===== config.mk =====
export PLATFORM = sky130hd
export DESIGN_NAME = inst_prefetch
export DESIGN_NICKNAME = d
export VERILOG_FILES = /design/src/rtl/inst_prefetch_pkg.sv /design/src/rtl/inst_prefetch_fifo.sv /design/src/rtl/inst_prefetch.sv
export SDC_FILE = /design/constraint.sdc
export NUM_CORES = 1
export LEC_CHECK = 0
export BUFFER_PORTS_ARGS = -buffer_cell sky130_fd_sc_hd__buf_2
export CAP_MARGIN = 20
export CORE_MARGIN = 5
export CORE_UTILIZATION = 40
export CTS_BUF_LIST = sky130_fd_sc_hd__clkbuf_4
export DETAILED_ROUTE_END_ITERATION = 7
export PLACE_DENSITY = 0.66
export SLEW_MARGIN = 20
export SYNTH_ARGS = -nofsm -noshare
export SYNTH_HDL_FRONTEND = slang
export SYNTH_HIERARCHICAL = 1
export SYNTH_SLANG_ARGS = --single-unit

===== constraint.sdc =====
create_clock -name clk -period 4.6 [get_ports clk]
set_input_delay 0.23 -clock clk [delete_from_list [all_inputs] [get_ports clk]]
set_output_delay 0.23 -clock clk [all_outputs]
set_load 0.03 [all_outputs]

===== src/rtl/inst_prefetch_pkg.sv =====
// Shared definitions for the instruction prefetcher: word width, default
// reset PC, PC increment, FSM state encoding and the queue entry layout.
package inst_prefetch_pkg;

    localparam int unsigned WORD_WIDTH       = 32;
    localparam logic [31:0] RESET_PC_DEFAULT = 32'h0000_3000;
    localparam logic [31:0] PC_INCR          = 32'd4;

    typedef enum logic {
        ST_RUN   = 1'b0,
        ST_DRAIN = 1'b1
    } pf_state_e;

    typedef struct packed {
        logic [WORD_WIDTH-1:0] pc;
        logic [WORD_WIDTH-1:0] instr;
    } pf_entry_t;

    // Force an address onto a word boundary
    function automatic logic [WORD_WIDTH-1:0] word_align(input logic [WORD_WIDTH-1:0] a);
        return {a[WORD_WIDTH-1:2], 2'b00};
    endfunction

endpackage


===== src/rtl/inst_prefetch_fifo.sv =====
// prefetch_fifo: DEPTH-entry synchronous FIFO holding {pc, instr} pairs.
// Push, pop and flush are sampled on the rising edge; flush wins over both.
module prefetch_fifo #(
    parameter int unsigned DEPTH = 4,
    parameter int unsigned WIDTH = 64
) (
    input  logic                     clk_i,
    input  logic                     rst_i,
    input  logic                     flush_i,
    input  logic                     push_i,
    input  logic [WIDTH-1:0]         data_i,
    input  logic                     pop_i,
    output logic [WIDTH-1:0]         data_o,
    output logic                     full_o,
    output logic                     empty_o,
    output logic [$clog2(DEPTH):0]   count_o
);

    localparam int unsigned AW = $clog2(DEPTH);
    localparam logic [AW:0] FULL_CNT = (AW+1)'(DEPTH);

    logic [WIDTH-1:0] mem_q [DEPTH];
    logic [AW-1:0]    rd_ptr_q, wr_ptr_q;
    logic [AW:0]      count_q;
    logic             push_do, pop_do;

    assign empty_o = (count_q == '0);
    assign full_o  = (count_q == FULL_CNT);
    assign count_o = count_q;
    assign data_o  = mem_q[rd_ptr_q];
    assign pop_do  = pop_i && !empty_o;
    assign push_do = push_i && (!full_o || pop_do);

    // Pointer and occupancy bookkeeping
    always_ff @(posedge clk_i) begin
        if (rst_i || flush_i) begin
            rd_ptr_q <= '0;
            wr_ptr_q <= '0;
            count_q  <= '0;
        end else begin
            if (push_do) wr_ptr_q <= wr_ptr_q + AW'(1);
            if (pop_do)  rd_ptr_q <= rd_ptr_q + AW'(1);
            case ({push_do, pop_do})
                2'b10:   count_q <= count_q + (AW+1)'(1);
                2'b01:   count_q <= count_q - (AW+1)'(1);
                default: count_q <= count_q;
            endcase
        end
    end

    // Entry storage; no reset needed since reads are qualified by occupancy
    always_ff @(posedge clk_i) begin
        if (push_do && !flush_i && !rst_i) mem_q[wr_ptr_q] <= data_i;
    end

endmodule


===== src/rtl/inst_prefetch.sv =====
// inst_prefetch: in-order instruction prefetcher with up to two outstanding
// memory requests, a DEPTH-entry queue and redirect/drain handling.
// Optional feature macro: PREFETCH_BYPASS_EN (response bypasses an empty queue).
module inst_prefetch
    import inst_prefetch_pkg::*;
#(
    parameter int unsigned DEPTH    = 4,
    parameter logic [31:0] RESET_PC = RESET_PC_DEFAULT
) (
    input  logic        clk,
    input  logic        rst,
    output logic        imem_req,
    output logic [31:0] imem_addr,
    input  logic        imem_gnt,
    input  logic        imem_rvalid,
    input  logic [31:0] imem_rdata,
    input  logic        redirect,
    input  logic [31:0] redirect_pc,
    input  logic        stallF,
    output logic        validF,
    output logic [31:0] instrF,
    output logic [31:0] pcF
);

    localparam int unsigned CW = $clog2(DEPTH) + 1;

    pf_state_e   state_q, state_d;
    logic [31:0] fetch_pc_q, fetch_pc_d;
    logic [31:0] tag0_q, tag0_d, tag1_q, tag1_d;
    logic [1:0]  out_q, out_d;
    logic [1:0]  discard_q, discard_d;
    logic [2:0]  redir_discard;

    logic        fifo_push, fifo_pop, fifo_full, fifo_empty;
    logic [CW-1:0] fifo_count;
    logic [CW:0] occ_sum;
    pf_entry_t   fifo_wdata, fifo_head;
    logic        req_ok, grant, resp_run, bypass;

    assign occ_sum  = {1'b0, fifo_count} + {{(CW-1){1'b0}}, out_q};
    assign req_ok   = (state_q == ST_RUN) && !fifo_full &&
                      (occ_sum < (CW+1)'(DEPTH)) && (out_q < 2'd2);
    assign imem_req  = req_ok && !rst;
    assign imem_addr = fetch_pc_q;
    assign grant     = imem_req && imem_gnt;
    assign resp_run  = imem_rvalid && (state_q == ST_RUN);

`ifdef PREFETCH_BYPASS_EN
    assign bypass = resp_run && fifo_empty && !redirect && !stallF && !rst;
`else
    assign bypass = 1'b0;
`endif

    assign fifo_push  = resp_run && !redirect && !bypass;
    assign fifo_pop   = !fifo_empty && !stallF && !redirect;
    assign fifo_wdata = {tag0_q, imem_rdata};

    // Responses still owed by memory at redirect time; a same-cycle grant adds
    // one, a same-cycle response (dropped) removes one.
    assign redir_discard = {1'b0, discard_q} + {1'b0, out_q}
                         + {2'b00, grant} - {2'b00, imem_rvalid};

    prefetch_fifo #(
        .DEPTH (DEPTH),
        .WIDTH (2*WORD_WIDTH)
    ) u_fifo (
        .clk_i   (clk),
        .rst_i   (rst),
        .flush_i (redirect),
        .push_i  (fifo_push),
        .data_i  (fifo_wdata),
        .pop_i   (fifo_pop),
        .data_o  (fifo_head),
        .full_o  (fifo_full),
        .empty_o (fifo_empty),
        .count_o (fifo_count)
    );

    // FSM state register
    always_ff @(posedge clk) begin
        if (rst) state_q <= ST_RUN;
        else     state_q <= state_d;
    end

    // FSM next state: drain while discarded responses are still owed
    always_comb begin
        state_d = state_q;
        case (state_q)
            ST_RUN:   if (redirect && (redir_discard != 3'd0)) state_d = ST_DRAIN;
            ST_DRAIN: if (discard_d == 2'd0) state_d = ST_RUN;
            default:  state_d = ST_RUN;
        endcase
    end

    // FSM outputs: bypassed response, else queue head, else zeros
    always_comb begin
        validF = 1'b0;
        instrF = '0;
        pcF    = '0;
        if (bypass) begin
            validF = 1'b1;
            instrF = imem_rdata;
            pcF    = tag0_q;
        end else if (!fifo_empty) begin
            validF = 1'b1;
            instrF = fifo_head.instr;
            pcF    = fifo_head.pc;
        end
    end

    // Fetch PC, outstanding tag queue and discard counter next values
    always_comb begin
        fetch_pc_d = fetch_pc_q;
        tag0_d     = tag0_q;
        tag1_d     = tag1_q;
        out_d      = out_q;
        discard_d  = discard_q;
        if (resp_run && (out_d != 2'd0)) begin
            tag0_d = tag1_q;
            out_d  = out_d - 2'd1;
        end
        if (grant) begin
            if (out_d == 2'd0) tag0_d = fetch_pc_q;
            else               tag1_d = fetch_pc_q;
            out_d      = out_d + 2'd1;
            fetch_pc_d = fetch_pc_q + PC_INCR;
        end
        if (redirect) begin
            out_d      = '0;
            fetch_pc_d = word_align(redirect_pc);
            discard_d  = redir_discard[1:0];
        end else if ((state_q == ST_DRAIN) && imem_rvalid && (discard_q != 2'd0)) begin
            discard_d = discard_q - 2'd1;
        end
    end

    // Datapath registers
    always_ff @(posedge clk) begin
        if (rst) begin
            fetch_pc_q <= word_align(RESET_PC);
            tag0_q     <= '0;
            tag1_q     <= '0;
            out_q      <= '0;
            discard_q  <= '0;
        end else begin
            fetch_pc_q <= fetch_pc_d;
            tag0_q     <= tag0_d;
            tag1_q     <= tag1_d;
            out_q      <= out_d;
            discard_q  <= discard_d;
        end
    end

endmodule

==> After elaboration in Yosys (flattened, before gate mapping) <==
Memories as Yosys holds them, arrays and structs flattened. A register that Yosys moved wholly into a read port is not among the register bits.
Cells that the tools add are included.
{ "word_totals": {"memories": 1, "in_bits": 70, "reg_bits": 108, "output_inout_bits": 98, "mem_bits_rw": 256} }
{ "mem_list": {"columns": ["memory", "words", "width", "read_ports", "rd_clocked_by_memory_dff", "wr", "line_no", "source"], "rows": [
  ["u_fifo.mem_q", 4, 64, 1, 1, 1, "inst_prefetch_fifo.sv:22", "logic [WIDTH-1:0] mem_q [DEPTH];"]
]} }
{ "op_classes": {"mux": 20, "reduce_logical": 34, "order_cmp": 2, "bitwise": 2, "add_sub_neg": 12, "eq_ne": 3} }
{ "op_table": {"columns": ["cell", "count"], "rows": [
  ["$mux W32", 7],
  ["$add A32 B3 Y32 const B", 1],
  ["$logic_and A1 B1 Y1", 17],
  ["$mux W2", 6],
  ["$reduce_bool A2 Y1", 4],
  ["$add A2 B1 Y2 const B", 3],
  ["$pmux W3 S2", 1],
  ["$logic_not A1 Y1", 5],
  ["$mux W1", 5],
  ["$add A3 B2 Y4", 1],
  ["$logic_not A2 Y1", 2],
  ["$lt A4 B3 Y1 const B", 1],
  ["$sub A2 B1 Y2 const B", 2],
  ["$add A2 B2 Y3", 1],
  ["$add A3 B1 Y3", 1],
  ["$add A3 B1 Y3 const B", 1],
  ["$eq A3 B3 Y1 const B", 1],
  ["$logic_not A3 Y1", 1],
  ["$reduce_bool A3 Y1", 1],
  ["$sub A3 B1 Y3", 1],
  ["$sub A3 B1 Y3 const B", 1],
  ["$eq A2 B1 Y1 const B", 1],
  ["$eq A2 B2 Y1 const B", 1],
  ["$logic_or A1 B1 Y1", 2],
  ["5 further kinds", 6]
]} }

==> Longest topological paths before layout <==
{ "logic_depth": {"ltp_word": 13, "depth_mapped": 15, "ltp_nobuf": 12} }

==> Hierarchy <==
The synthesis kept the hierarchy.
{ "modules_own_cells": {"columns": ["mod", "area_per_inst_um2", "n_inst", "cells_each"], "rows": [
  ["prefetch_fifo", 9801.9, 1, 393],
  ["inst_prefetch", 5591.6, 1, 716]
]} }

==> Least setup slack after synthesis <==
OpenSTA, ideal clock, no wires.
{ "synth_timing": {"kind": "input to register", "start": "in redirect", "end": "mem u_fifo.mem_q[1][0] (enable)", "slack_ns": 0.785, "required_ns": 4.171, "setup_time_ns": 0.429, "arrival_ns": 3.387, "n_path_buf": 3, "path_stages": 7, "path_cell_list": "clkbuf_1 > clkbuf_1 > buf_1 > nor3_1 > nor4b_4 > nor3b_1 > and2_1"} }
{ "synth_between": {"elab_chain_len": 9, "elab_cells_between_ends": 10, "classes_between": "mux: 2; reduce/logical: 8"} }
{ "synth_rtl": {"columns": ["element", "line_no", "source"], "rows": [
  ["start, declared", "inst_prefetch.sv:17", "input logic redirect,"],
  ["$logic_not A1 Y1", "inst_prefetch.sv:55", "assign fifo_pop = !fifo_empty && !stallF && !redirect;"],
  ["$logic_and A1 B1 Y1", "inst_prefetch.sv:55", null],
  ["via fifo_pop", "inst_prefetch.sv:34", "logic fifo_push, fifo_pop, fifo_full, fifo_empty;"],
  ["$logic_and A1 B1 Y1", "inst_prefetch_fifo.sv:31", "assign pop_do = pop_i && !empty_o;"],
  ["$logic_or A1 B1 Y1", "inst_prefetch_fifo.sv:32", "assign push_do = push_i && (!full_o || pop_do);"],
  ["$logic_and A1 B1 Y1", "inst_prefetch_fifo.sv:32", null],
  ["$logic_and A1 B1 Y1 (2 in series)", "inst_prefetch_fifo.sv:53", "if (push_do && !flush_i && !rst_i) mem_q[wr_ptr_q] <= data_i;"],
  ["$mux W1", "inst_prefetch_fifo.sv:53", null],
  ["$mux W1 (implied by the code)", "inst_prefetch_fifo.sv:53", null],
  ["end, declared", "inst_prefetch_fifo.sv:22", null]
]} }
The timed path passes the listed nets, and every way through them passes these cells.

==> Final worst setup path <==
{ "layout_timing": {"start": "reg u_fifo.count_q[0], in the netlist u_fifo/count_o[0]", "end": "mem u_fifo.mem_q[3][45] (enable)"} }
{ "layout_between": {"elab_chain_len": 11, "elab_cells_between_ends": 13, "classes_between": "eq/ne: 1; mux: 2; reduce/logical: 10"} }
{ "layout_rtl": {"columns": ["element", "line_no", "source"], "rows": [
  ["start, declared", "inst_prefetch_fifo.sv:24", "logic [AW:0] count_q;"],
  ["start signal, assigned", "inst_prefetch_fifo.sv:44", "2'b10: count_q <= count_q + (AW+1)'(1);"],
  ["start signal, assigned", "inst_prefetch_fifo.sv:45", "2'b01: count_q <= count_q - (AW+1)'(1);"],
  ["start signal, assigned", "inst_prefetch_fifo.sv:46", "default: count_q <= count_q;"],
  ["$logic_not A3 Y1", "inst_prefetch_fifo.sv:27", "assign empty_o = (count_q == '0);"],
  ["via fifo_empty", "inst_prefetch.sv:34", null],
  ["$logic_not A1 Y1", "inst_prefetch.sv:55", null],
  ["$logic_and A1 B1 Y1 (2 in series)", "inst_prefetch.sv:55", null],
  ["via fifo_pop", "inst_prefetch.sv:34", null],
  ["$logic_and A1 B1 Y1", "inst_prefetch_fifo.sv:31", null],
  ["$logic_or A1 B1 Y1", "inst_prefetch_fifo.sv:32", null],
  ["$logic_and A1 B1 Y1", "inst_prefetch_fifo.sv:32", null],
  ["$logic_and A1 B1 Y1 (2 in series)", "inst_prefetch_fifo.sv:53", null],
  ["$mux W1", "inst_prefetch_fifo.sv:53", null],
  ["$mux W1 (implied by the code)", "inst_prefetch_fifo.sv:53", null]
]} }
The timed path passes the listed nets, and every way through them passes these cells.

==> impl_metrics.env <==
export IMPL_status="finished, final reports clean"
export IMPL_port_buffers=163
export IMPL_grtUsageTotal=0.171
export IMPL_start_util=0.407
export IMPL_clock_sinks=362
export IMPL_drc=0
export IMPL_fin_skew_ns=0.0487
export IMPL_holdBufCountCts=72
export IMPL_numCtsBuffers=92
export IMPL_drive_gt1_frac=0.289
export IMPL_cp_depth=6
export IMPL_crit_buf_inv=1
export IMPL_ys_types=60
export IMPL_place_area_sq_mm=0.0167
export IMPL_cts_root_buf="clkbuf_4"
export IMPL_first_pass_iters=7
export IMPL_syn_area_sq_mm=0.0154
export IMPL_powerDensity_mw_per_mm2=388
export IMPL_dieHeight_um=206
export IMPL_fmax_mhz=289
export IMPL_via_count=10600
export IMPL_totalWireLength_um=36500
export IMPL_wire_per_inst_um=18.7
export IMPL_crit_required_ns=4.98
export IMPL_pin_count=168
export IMPL_relSlewSlack=0.311
export IMPL_cts_tree="yes"
export IMPL_grt_pass1_vias=10700
export IMPL_arrival_ns=3.84
export IMPL_rows=71
export IMPL_cp_slowest_cell="nor3_1"
export IMPL_core_area_sq_mm=0.0378
export IMPL_ys_ff_latch=362
export IMPL_nets=1450
export IMPL_cts_buffer_depth=3
export IMPL_finalSetupViolCount=0
export IMPL_area_growth_pct=20.9
export IMPL_crit_path_end_kind="flop"
export IMPL_reg2reg_depth=6
export IMPL_synth_edf_count=256
export IMPL_post_place_ws_ns=1.19
export IMPL_max_stage_delay_ns=0.79
export IMPL_cts_clk_slew_worst_paths_ns=0.06
export IMPL_grt_pass1_wl_um=57900
export IMPL_wl_met1_um=16500
export IMPL_timing_hold_worst_class="input port to flop"
export IMPL_ant_nets=0
export IMPL_tightest_slew_ns=1.03
export IMPL_setup_tns_ns=0
export IMPL_synth_cells=1109
export IMPL_stdcell_area_sq_mm=0.0186
export IMPL_maxSlewViolCount=0
export IMPL_crit_path_start_kind="flop"
export IMPL_min_period_ns=3.46
export IMPL_maxCapViolations=0
export IMPL_htreeDepth=3
export IMPL_fp_dieW_um=206
export IMPL_crit_chain="nor3_2 > nor3_1 > nor4b_4 > nor3b_1 > and2_4 > buf_4"
export IMPL_crit_path_max_fanout=36
export IMPL_ys_async_sr_fraction=0
export IMPL_rsz0062_at_grt="no"
export IMPL_cts_setup_buffers=0
export IMPL_setup_ws_ns=1.14
export IMPL_grt_antenna_before_repair=2
export IMPL_die_area_sq_mm=0.0425
export IMPL_synth_sequential_area_ratio=0.637
export IMPL_ys_flop_type="edfxtp_1"
export IMPL_fin_crit_sh=0.751
export IMPL_cts_resized=0
export IMPL_leakage_nw=6.51
export IMPL_clk_latency_ns=0.74
export IMPL_postSynthAreaPerCell_sq_um=13.9
export IMPL_yosysWarnings=6
export IMPL_grt_max_degree=72
export IMPL_via_per_inst=5.46
export IMPL_cp_top_family="simple AND/OR/NAND/NOR gates"
export IMPL_routabilityCongestion=0.816
export IMPL_post_dp_hpwl_um=21100
export IMPL_drtIter0Drc=794
export IMPL_dr_wl_met2_um=16700
export IMPL_irDropWorstVdd_mv=0.190
export IMPL_hold_violations=0
export IMPL_setup_worst_path_class="flop to flop"
export IMPL_met3WireLength_um=2620
export IMPL_highest_layer="met4"
export IMPL_hold_depth=3
export IMPL_gr_total_overflow=0
-- routing by layer --
layer,vias up,GRT usage
met5,-,0
met4,0,0.0582
met3,55,0.0414
met2,413,0.263
met1,5252,0.239
li1,4919,-
-- logic make-up after synthesis --
family          after synthesis  share of synthesized area
xor+xnor                     10                    0.00569
fa+ha+maj                    14                     0.0128
simple gates                364                      0.139
compound gates              171                     0.0761
buf+inv                     120                     0.0332
other cells                   1                   0.000244
mux                          67                     0.0956
flops                       362                      0.637
-- flip-flops by register name, summed over array words and instances (netlist names), named ones only --
signal / cells
u_fifo/mem_q: 256
tag0_q: 32
imem_addr: 30
tag1_q: 30
u_fifo/count_o: 3
discard_q: 2
out_q: 2
u_fifo/rd_ptr_q: 2
u_fifo/wr_ptr_q: 2
state_q: 1
-- cell usage after synthesis, types with 4 or more instances --
library cell / instances / area, sq um
a2111oi_0: 4 / 35.0
a211oi_1: 14 / 105
a21oi_1: 35 / 175
a221oi_1: 32 / 280
a22oi_1: 6 / 45.0
a311oi_1: 11 / 96.3
and2_1: 7 / 43.8
and3_1: 5 / 31.3
and4_1: 9 / 78.8
buf_1: 13 / 48.8
buf_4: 8 / 60.1
clkbuf_1: 65 / 244
dfxtp_1: 106 / 2120
edfxtp_1: 256 / 7690
ha_1: 11 / 138
inv_1: 23 / 86.3
mux4_2: 64 / 1440
nand2_1: 15 / 56.3
nand3_1: 50 / 250
nand3b_1: 4 / 30.0
nand4_1: 18 / 113
nor2_1: 26 / 97.6
nor2b_1: 98 / 613
nor3_1: 75 / 375
nor3b_1: 11 / 82.6
nor4_1: 12 / 75.1
o21ai_0: 43 / 215
o31ai_1: 9 / 67.6
or3_1: 7 / 43.8
or4_1: 13 / 97.6
xnor2_1: 6 / 52.6
xor2_1: 4 / 35.0
-- layout make-up --
type / instances / area (sq um)
diodes: 1 / 2.50
multi-input cells: 628 / 5100
flip-flops and latches: 362 / 9820
fillers: 3371 / 19200
inverters: 26 / 97.6
repair buffers: 256 / 1730
clock inverters: 22 / 169
well taps: 511 / 639
clock buffers: 141 / 1060
-- power by group --
group          leakage, nW  total, mW  switching, mW  internal [mW]
sequential            3.20       3.73          0.122           3.61
combinational         2.58      0.686          0.414          0.271
clock                0.727       2.80           1.24           1.56
-- stage by stage --
stage / hold slack (ns) / cells / power, mW / utilization
2_1_floorplan: 0.329 / 1110 / 4.22 / -
3_5_place_dp: 0.449 / 1711 / 4.43 / 0.440
5_1_grt: 0.0693 / 1947 / 7.60 / 0.492
4_1_cts: 0.0393 / 1946 / 7.31 / 0.492
6_report: 0.124 / 1947 / 7.22 / 0.492
3_3_place_gp: 0.443 / 1711 / 4.41 / 0.440
-- placed cells by master (no fill, tap or decap), types with 16 or more instances in the layout --
| master | netlist | layout |
|---|---|---|
| nor3_1 | 75 | 74 |
| a221oi_1 | 32 | 32 |
| nor2b_1 | 98 | 98 |
| buf_4 | 8 | 19 |
| mux4_2 | 64 | 64 |
| edfxtp_1 | 256 | 256 |
| a21oi_1 | 35 | 35 |
| dfxtp_1 | 106 | 104 |
| dlygate4sd3_1 | 0 | 72 |
| clkbuf_4 | 0 | 141 |
| inv_1 | 23 | 23 |
| buf_2 | 2 | 162 |
| nand4_1 | 18 | 18 |
| nor2_1 | 26 | 26 |
| clkinv_1 | 1 | 16 |
| o21ai_0 | 43 | 43 |
| nand3_1 | 50 | 50 |
-- worst min-delay path: stages --
cell	delay (ns)
buf_2	0.26
a211oi_1	0.25
nor3_1	0.08
-- worst paths after layout --
| kind | startpoint | endpoint | slack, ns |
|---|---|---|---|
| max | u_fifo/count_o[0] | u_fifo/mem_q[3][45] | 1.14 |
| min reg2reg | tag1_q[19] | tag1_q[19] | 0.48 |
| max reg2reg | u_fifo/count_o[0] | u_fifo/mem_q[3][45] | 1.14 |
| min | redirect | imem_addr[17] | 0.12 |
Power figures use the tool's default switching activity.
